$ cat config.mk
export PLATFORM = sky130hd
export DESIGN_NAME = unpadder
export DESIGN_NICKNAME = d
export VERILOG_FILES = /design/src/rtl/unpadder_pkg.sv /design/src/rtl/unpadder_evt_counter.sv /design/src/rtl/unpadder.sv
export SDC_FILE = /design/constraint.sdc
export NUM_CORES = 1
export LEC_CHECK = 0
export ABC_AREA = 1
export CORE_MARGIN = 10
export CORE_UTILIZATION = 40
export CTS_CLUSTER_DIAMETER = 150
export DETAILED_ROUTE_END_ITERATION = 10
export PLACE_DENSITY = 0.73
export RECOVER_POWER = 100
export SLEW_MARGIN = 30
export SYNTH_ARGS = -nofsm -noshare
export SYNTH_HDL_FRONTEND = slang
export SYNTH_HIERARCHICAL = 1
export SYNTH_SLANG_ARGS = --single-unit
$ cat constraint.sdc
create_clock -name clk_in -period 2.8 [get_ports clk_in]
set_clock_uncertainty 0.1 [all_clocks]
set_input_delay 0.42 -clock clk_in [delete_from_list [all_inputs] [get_ports clk_in]]
set_output_delay 0.42 -clock clk_in [all_outputs]
set_load 0.05 [all_outputs]
$ cat src/rtl/unpadder_pkg.sv
// Shared defaults for the pad/unpad stages.
// Word type and counter width helper.
package unpadder_pkg;

  localparam int DEF_REGISTER_SIZE = 32;
  localparam int DEF_BITS_IN_NUM   = 4096;

  typedef logic [DEF_REGISTER_SIZE-1:0] word_t;

  // Counter width for n states, never below 1 bit.
  function automatic int cnt_w(input int n);
    return (n <= 2) ? 1 : $clog2(n);
  endfunction

endpackage

$ cat src/rtl/unpadder_evt_counter.sv
// evt_counter: modulo-MAX_COUNT event counter.
// Ports: clk_in, rst_in, evt_in -> count_out, at_max_out.
module evt_counter
  import unpadder_pkg::*;
#(
  parameter int MAX_COUNT   = 8,
  parameter int COUNT_START = 0,
  parameter int W           = cnt_w(MAX_COUNT)
) (
  input  logic         clk_in,
  input  logic         rst_in,
  input  logic         evt_in,
  output logic [W-1:0] count_out,
  output logic         at_max_out
);

  logic [W-1:0] r_count;
  logic [W-1:0] w_next;

  assign at_max_out = (r_count == W'(MAX_COUNT - 1));
  assign w_next     = at_max_out ? W'(COUNT_START)
                                 : r_count + W'(1);
  assign count_out  = r_count;

  always_ff @(posedge clk_in) begin
    if (rst_in) begin
      r_count <= W'(COUNT_START);
    end else if (evt_in) begin
      r_count <= w_next;
    end
  end

endmodule

$ cat src/rtl/unpadder.sv
// unpadder: keeps BITS_IN_NUM bits of each padded frame.
// Ports: data_in/valid_in -> data_out/valid_out/last_out, frame flags.
module unpadder
  import unpadder_pkg::*;
#(
  parameter int REGISTER_SIZE = DEF_REGISTER_SIZE,
  parameter int BITS_IN_NUM   = DEF_BITS_IN_NUM,
  parameter int NUM_PADS      = BITS_IN_NUM,
  parameter int KEEP_HIGH     = 0
) (
  input  logic                     clk_in,
  input  logic                     rst_in,
  input  logic [REGISTER_SIZE-1:0] data_in,
  input  logic                     valid_in,
  output logic [REGISTER_SIZE-1:0] data_out,
  output logic                     valid_out,
  output logic                     last_out,
  output logic                     frame_done_out,
  output logic                     drop_nonzero_out
);

  localparam int TOTAL_WORDS =
    (BITS_IN_NUM + NUM_PADS) / REGISTER_SIZE;
  localparam int KEEP_WORDS = BITS_IN_NUM / REGISTER_SIZE;
  localparam int DROP_WORDS = NUM_PADS / REGISTER_SIZE;
  localparam int CW         = cnt_w(TOTAL_WORDS);

  if ((BITS_IN_NUM % REGISTER_SIZE) != 0 ||
      (NUM_PADS % REGISTER_SIZE) != 0 ||
      BITS_IN_NUM == 0) begin : g_bad_cfg
    $error("unpadder: bad BITS_IN_NUM/NUM_PADS");
  end

  logic [CW-1:0] w_idx;
  logic          w_at_max;
  logic          w_keep;
  logic          w_last_idx;
  logic          w_drop_nz;
  logic          w_take;

  logic [REGISTER_SIZE-1:0] r_data;
  logic                     r_valid;
  logic                     r_last;
  logic                     r_fd;
  logic                     r_nz;
  logic                     r_acc;

  evt_counter #(
    .MAX_COUNT   (TOTAL_WORDS),
    .COUNT_START (0),
    .W           (CW)
  ) u_idx (
    .clk_in     (clk_in),
    .rst_in     (rst_in),
    .evt_in     (valid_in),
    .count_out  (w_idx),
    .at_max_out (w_at_max)
  );

  // Low mode keeps the leading words, high mode the trailing ones.
  assign w_keep = (KEEP_HIGH != 0)
                ? (int'(w_idx) >= DROP_WORDS)
                : (int'(w_idx) <  KEEP_WORDS);

  assign w_last_idx = (KEEP_HIGH != 0)
                    ? w_at_max
                    : (int'(w_idx) == KEEP_WORDS - 1);

  assign w_drop_nz = !w_keep && (data_in != '0);
  assign w_take    = valid_in && w_keep;

  always_ff @(posedge clk_in) begin
    if (rst_in) begin
      r_data  <= '0;
      r_valid <= 1'b0;
      r_last  <= 1'b0;
      r_fd    <= 1'b0;
      r_nz    <= 1'b0;
      r_acc   <= 1'b0;
    end else begin
      r_valid <= w_take;
      r_data  <= w_take ? data_in : '0;
      r_last  <= w_take && w_last_idx;
      if (valid_in && w_at_max) begin
        // Frame end: report including this word, then restart.
        r_fd  <= 1'b1;
        r_nz  <= r_acc | w_drop_nz;
        r_acc <= 1'b0;
      end else begin
        r_fd <= 1'b0;
        r_nz <= 1'b0;
        if (valid_in && w_drop_nz) begin
          r_acc <= 1'b1;
        end
      end
    end
  end

  assign data_out         = r_data;
  assign valid_out        = r_valid;
  assign last_out         = r_last;
  assign frame_done_out   = r_fd;
  assign drop_nonzero_out = r_nz;

endmodule

==> impl_summary.txt <==
----------------------------------------------------
[Worst setup path]
  Crit end category ... flip-flop
  Family with the most delay on the worst path ... buffers and inverters
  Startpoint class of the critical path ... input port
  Largest stage delay on the critical path ... between 700 and 800 ps
  Capture instance of the worst register-to-register path ... data_out[5]$_SDFF_PP0_
  Flop2flop setup slack ... between 1000 and 1500 ps
  Crit Path Max Fanout ... 20
  Cells on worst reg2reg path ... 4
  Data arrival, critical path ... 2370 ps
  Required arrival time at the worst endpoint ... about 2900 ps
  Reg2Reg Launch Point ... u_idx/count_out[7]$_SDFFE_PP0P_
  Type of the worst setup path ... input port to flip-flop
  Critical Path Slowest Stage Cell ... sky130_fd_sc_hd__dlygate4sd3_1
  Buffering stage count on the worst path with inverters included ... 4
  Cell-by-cell listing of the critical path ... dlygate4sd3_1 > clkinv_1 > nor3_1 > inv_4 > clkbuf_2 > nor2_4

[Synthesis]
  Library cell with the largest summed area after synthesis ... sky130_fd_sc_hd__dfxtp_1
  Net count after synthesis ... about 250
  Flip-flop and latch count after synthesis ... between 40 and 50
  Dominant cells by area after synthesis ... sky130_fd_sc_hd__dfxtp_1 (48%), sky130_fd_sc_hd__nor2_4 (19%), sky130_fd_sc_hd__inv_1 (8.8%), sky130_fd_sc_hd__nor2_1 (5.6%), sky130_fd_sc_hd__nand2_1 (4.8%)
  Count of cell types in the netlist ... 23
  Synthesized instance count ... about 210
  Avg Cell Area, Syn ... approximately 9 sq um
  Sequential cell area fraction in the yosys report ... a little under half
  Number of warning messages in the yosys log ... 6
  Area share of the largest cell type after synthesis ... a little under half
  Post-Syn Area ... 1890 sq um

[CTS]
  Clock tree from TritonCTS ... done
  Number of clock buffers inserted by TritonCTS ... 5
  Clk sinks ... 45
  Worst-Skew Late Latency ... 290 ps
  CTS root buf ... sky130_fd_sc_hd__clkbuf_8
  Clock-pin transition on the worst setup and hold timing paths ... around 80 ps
  Post-CTS Hold Fix Bufs ... 0
  Buffers inserted during post-CTS setup optimization ... 0
  Max Buffers Root-to-Sink ... 2
  Maximum level of the CTS H-tree ... 2
  Post-cts sizing count ... 0

[Route]
  Drt first pass iters ... 5
  Number of design rule violations left after detail routing ... 0
  Per-cell via count in the routed design ... between 4 and 5
  Vias ... ~1400
  DRT Wirelength ... 4.18 mm
  Antenna-violating nets left ... 0
  DRT iter0 DRCs ... 46
  Wire per inst ... between 10 and 15 um

[STA]
  Final sum of negative setup slack ... 0 ps
  FMAX ... around 450 MHz
  Final cycle utilization of the critical path ... about four fifths
  Worst slew margin ... a little under two thirds
  Endpoints failing hold ... 0
  Slew at the pin closest to its max-slew limit ... 543 ps
  Setup-violating endpoint count in the final report ... 0
  Max-slew violation count ... 0
  RSZ-0062 raised after global routing ... no
  Final critical delay including setup and external delays ... around 2200 ps

[Run]
  Number of violations of the max-capacitance limit ... 0

[Layout]
  Layout fillers ... just over 400
  Non-filler cells in the finished layout ... roughly 340
  Number of diodes added for antenna fixing ... 0
  Most common cell after layout, fill and taps aside ... sky130_fd_sc_hd__dfxtp_1
  Top library cells by usage in the layout, fill and taps aside ... sky130_fd_sc_hd__dfxtp_1 (45), sky130_fd_sc_hd__inv_1 (44), sky130_fd_sc_hd__dlygate4sd3_1 (38)
  Layout Cell Area excl Fill ... roughly 2600 sq um
  Layout Area Growth over Synthesis ... 39.5%
  Layout net count ... 320
  Fraction of final layout cells sized beyond drive strength 1 ... approximately 14%

[Floorplanning]
  Die extent in y ... 88.7 um
  Die area ... a little under 8000 sq um
  Effective utilization at floorplan ... between 40% and 50%
  Floorplan Core Area ... 4440 sq um
  Boundary pin count ... a little over 70
  Horiz. Die Dim ... approximately 90 um
  Site row count ... 24

[GRT]
  Global routing met2 resource utilization ... a little under a fifth
  Total overflow reported by the global router ... 0
  GR Util All Layers ... between 10% and 20%
  Initial antenna violation count ... 0
  Pin count of the biggest net entering global routing ... 21
  Most used routing layer ... met2
  Met3 Track Usage GR ... under 10%
  Met1 routing resource usage after global routing ... 12.5%
  Vias in the first global route ... about 1400
  Global-route wire length before repair ... ~6.7 mm

[Pwr]
  Power density over cell area ... about 510 nW/um^2
  IR Drop Worst-Case VDD ... between 0.2 and 0.25 mV
  Leakage ... between 0.001 and 0.0015 uW

[Hold path]
  Start point of the worst hold path ... r_acc$_SDFFE_PP0P_
  Hold EP ... drop_nonzero_out$_SDFF_PP0_
  Hold Path Stages ... 2
  Hold crit path type ... flip-flop to flip-flop

[Placed design]
  Routability congestion estimate ... ~0.81
  Quantity of I/O buffers inserted on ports ... 70
  DP Area ... 2600 sq um
  Count of placed standard cells including taps ... roughly 330
  Estimated wirelength of the detail-placed design ... between 3 and 4 mm

[Run status]
  Result of the run ... complete, no violations

----------------------------------------------------
cells in the mapped netlist, drive strengths merged:
cell,n
nor2,62
o21bai,1
nand3,5
buf,4
ha,1
xnor2,1
nor3,4
dfxtp,45
o21ai,6
a21oi,4
o21a,1
inv,46
nand2,27
nand4,2
worst max path at each step:
stage,start,end,cells past startpoint
after floorplan,u_idx/count_out[0]$_SDFFE_PP0P_,drop_nonzero_out$_SDFF_PP0_,7
after global placement,valid_in,data_out[1]$_SDFF_PP0_,6
after detailed placement,valid_in,data_out[7]$_SDFF_PP0_,6
after CTS,data_out[6]$_SDFF_PP0_,data_out[6],1
after global routing,valid_in,data_out[1]$_SDFF_PP0_,6
final,valid_in,data_out[5]$_SDFF_PP0_,6
cells by family after synthesis:
| kind of cell | share of synthesized area (%) |
|---|---|
| XOR/XNOR | 0.465 |
| adder cells (fa/ha/maj) | 0.663 |
| buffers and inverters | 12.9 |
| AND/OR/NAND/NOR | 34.8 |
| flip-flops | 47.8 |
| AO/OA/AOI/OAI | 3.45 |
through the flow:
step	total power, uW	setup WS, ps	util [%]	hold slack, ps
floorplan	839	1470	-	342
global placement	932	597	58.5	353
detailed placement	935	582	58.5	351
CTS	1370	798	60.8	366
global route	1390	428	59.2	383
finish	1330	562	59.2	370
state kept, by name (all words and copies together), names as in the netlist:
| register | count |
|---|---|
| frame_done_out | 1 |
| data_out | 32 |
| drop_nonzero_out | 1 |
| u_idx/count_out | 8 |
| last_out | 1 |
| valid_out | 1 |
| r_acc | 1 |
where the power goes:
part	switching [uW]	leakage, uW	internal [uW]
registers	8.23	0.000368	662
logic	140	0.000777	90.1
clock network	210	0.0000542	223
total	358	0.00120	975
routing by layer:
metal	vias up	share of wire, %
li1	754	-
met2	47	48
met5	-	0
met3	9	9.5
met4	0	1.7
met1	625	41
worst register-to-register path: cells and delay by family, from the launching register on:
family,cells,cell delay [ps]
DFF,1,360
and+or+nand+nor,2,520
buffers and inverters,2,590
cell type report:
class	instances	area, sq um	share of cell area, %
flip-flops and latches	45	901	34.2
repair buffers	72	711	27.0
multi-input cells	114	678	25.8
inverters	46	175	6.66
clock buffers	7	96.3	3.66
well taps	52	65.1	2.47
clock inverters	1	5.00	0.190
Note: power is estimated with default switching activity, not from simulation.
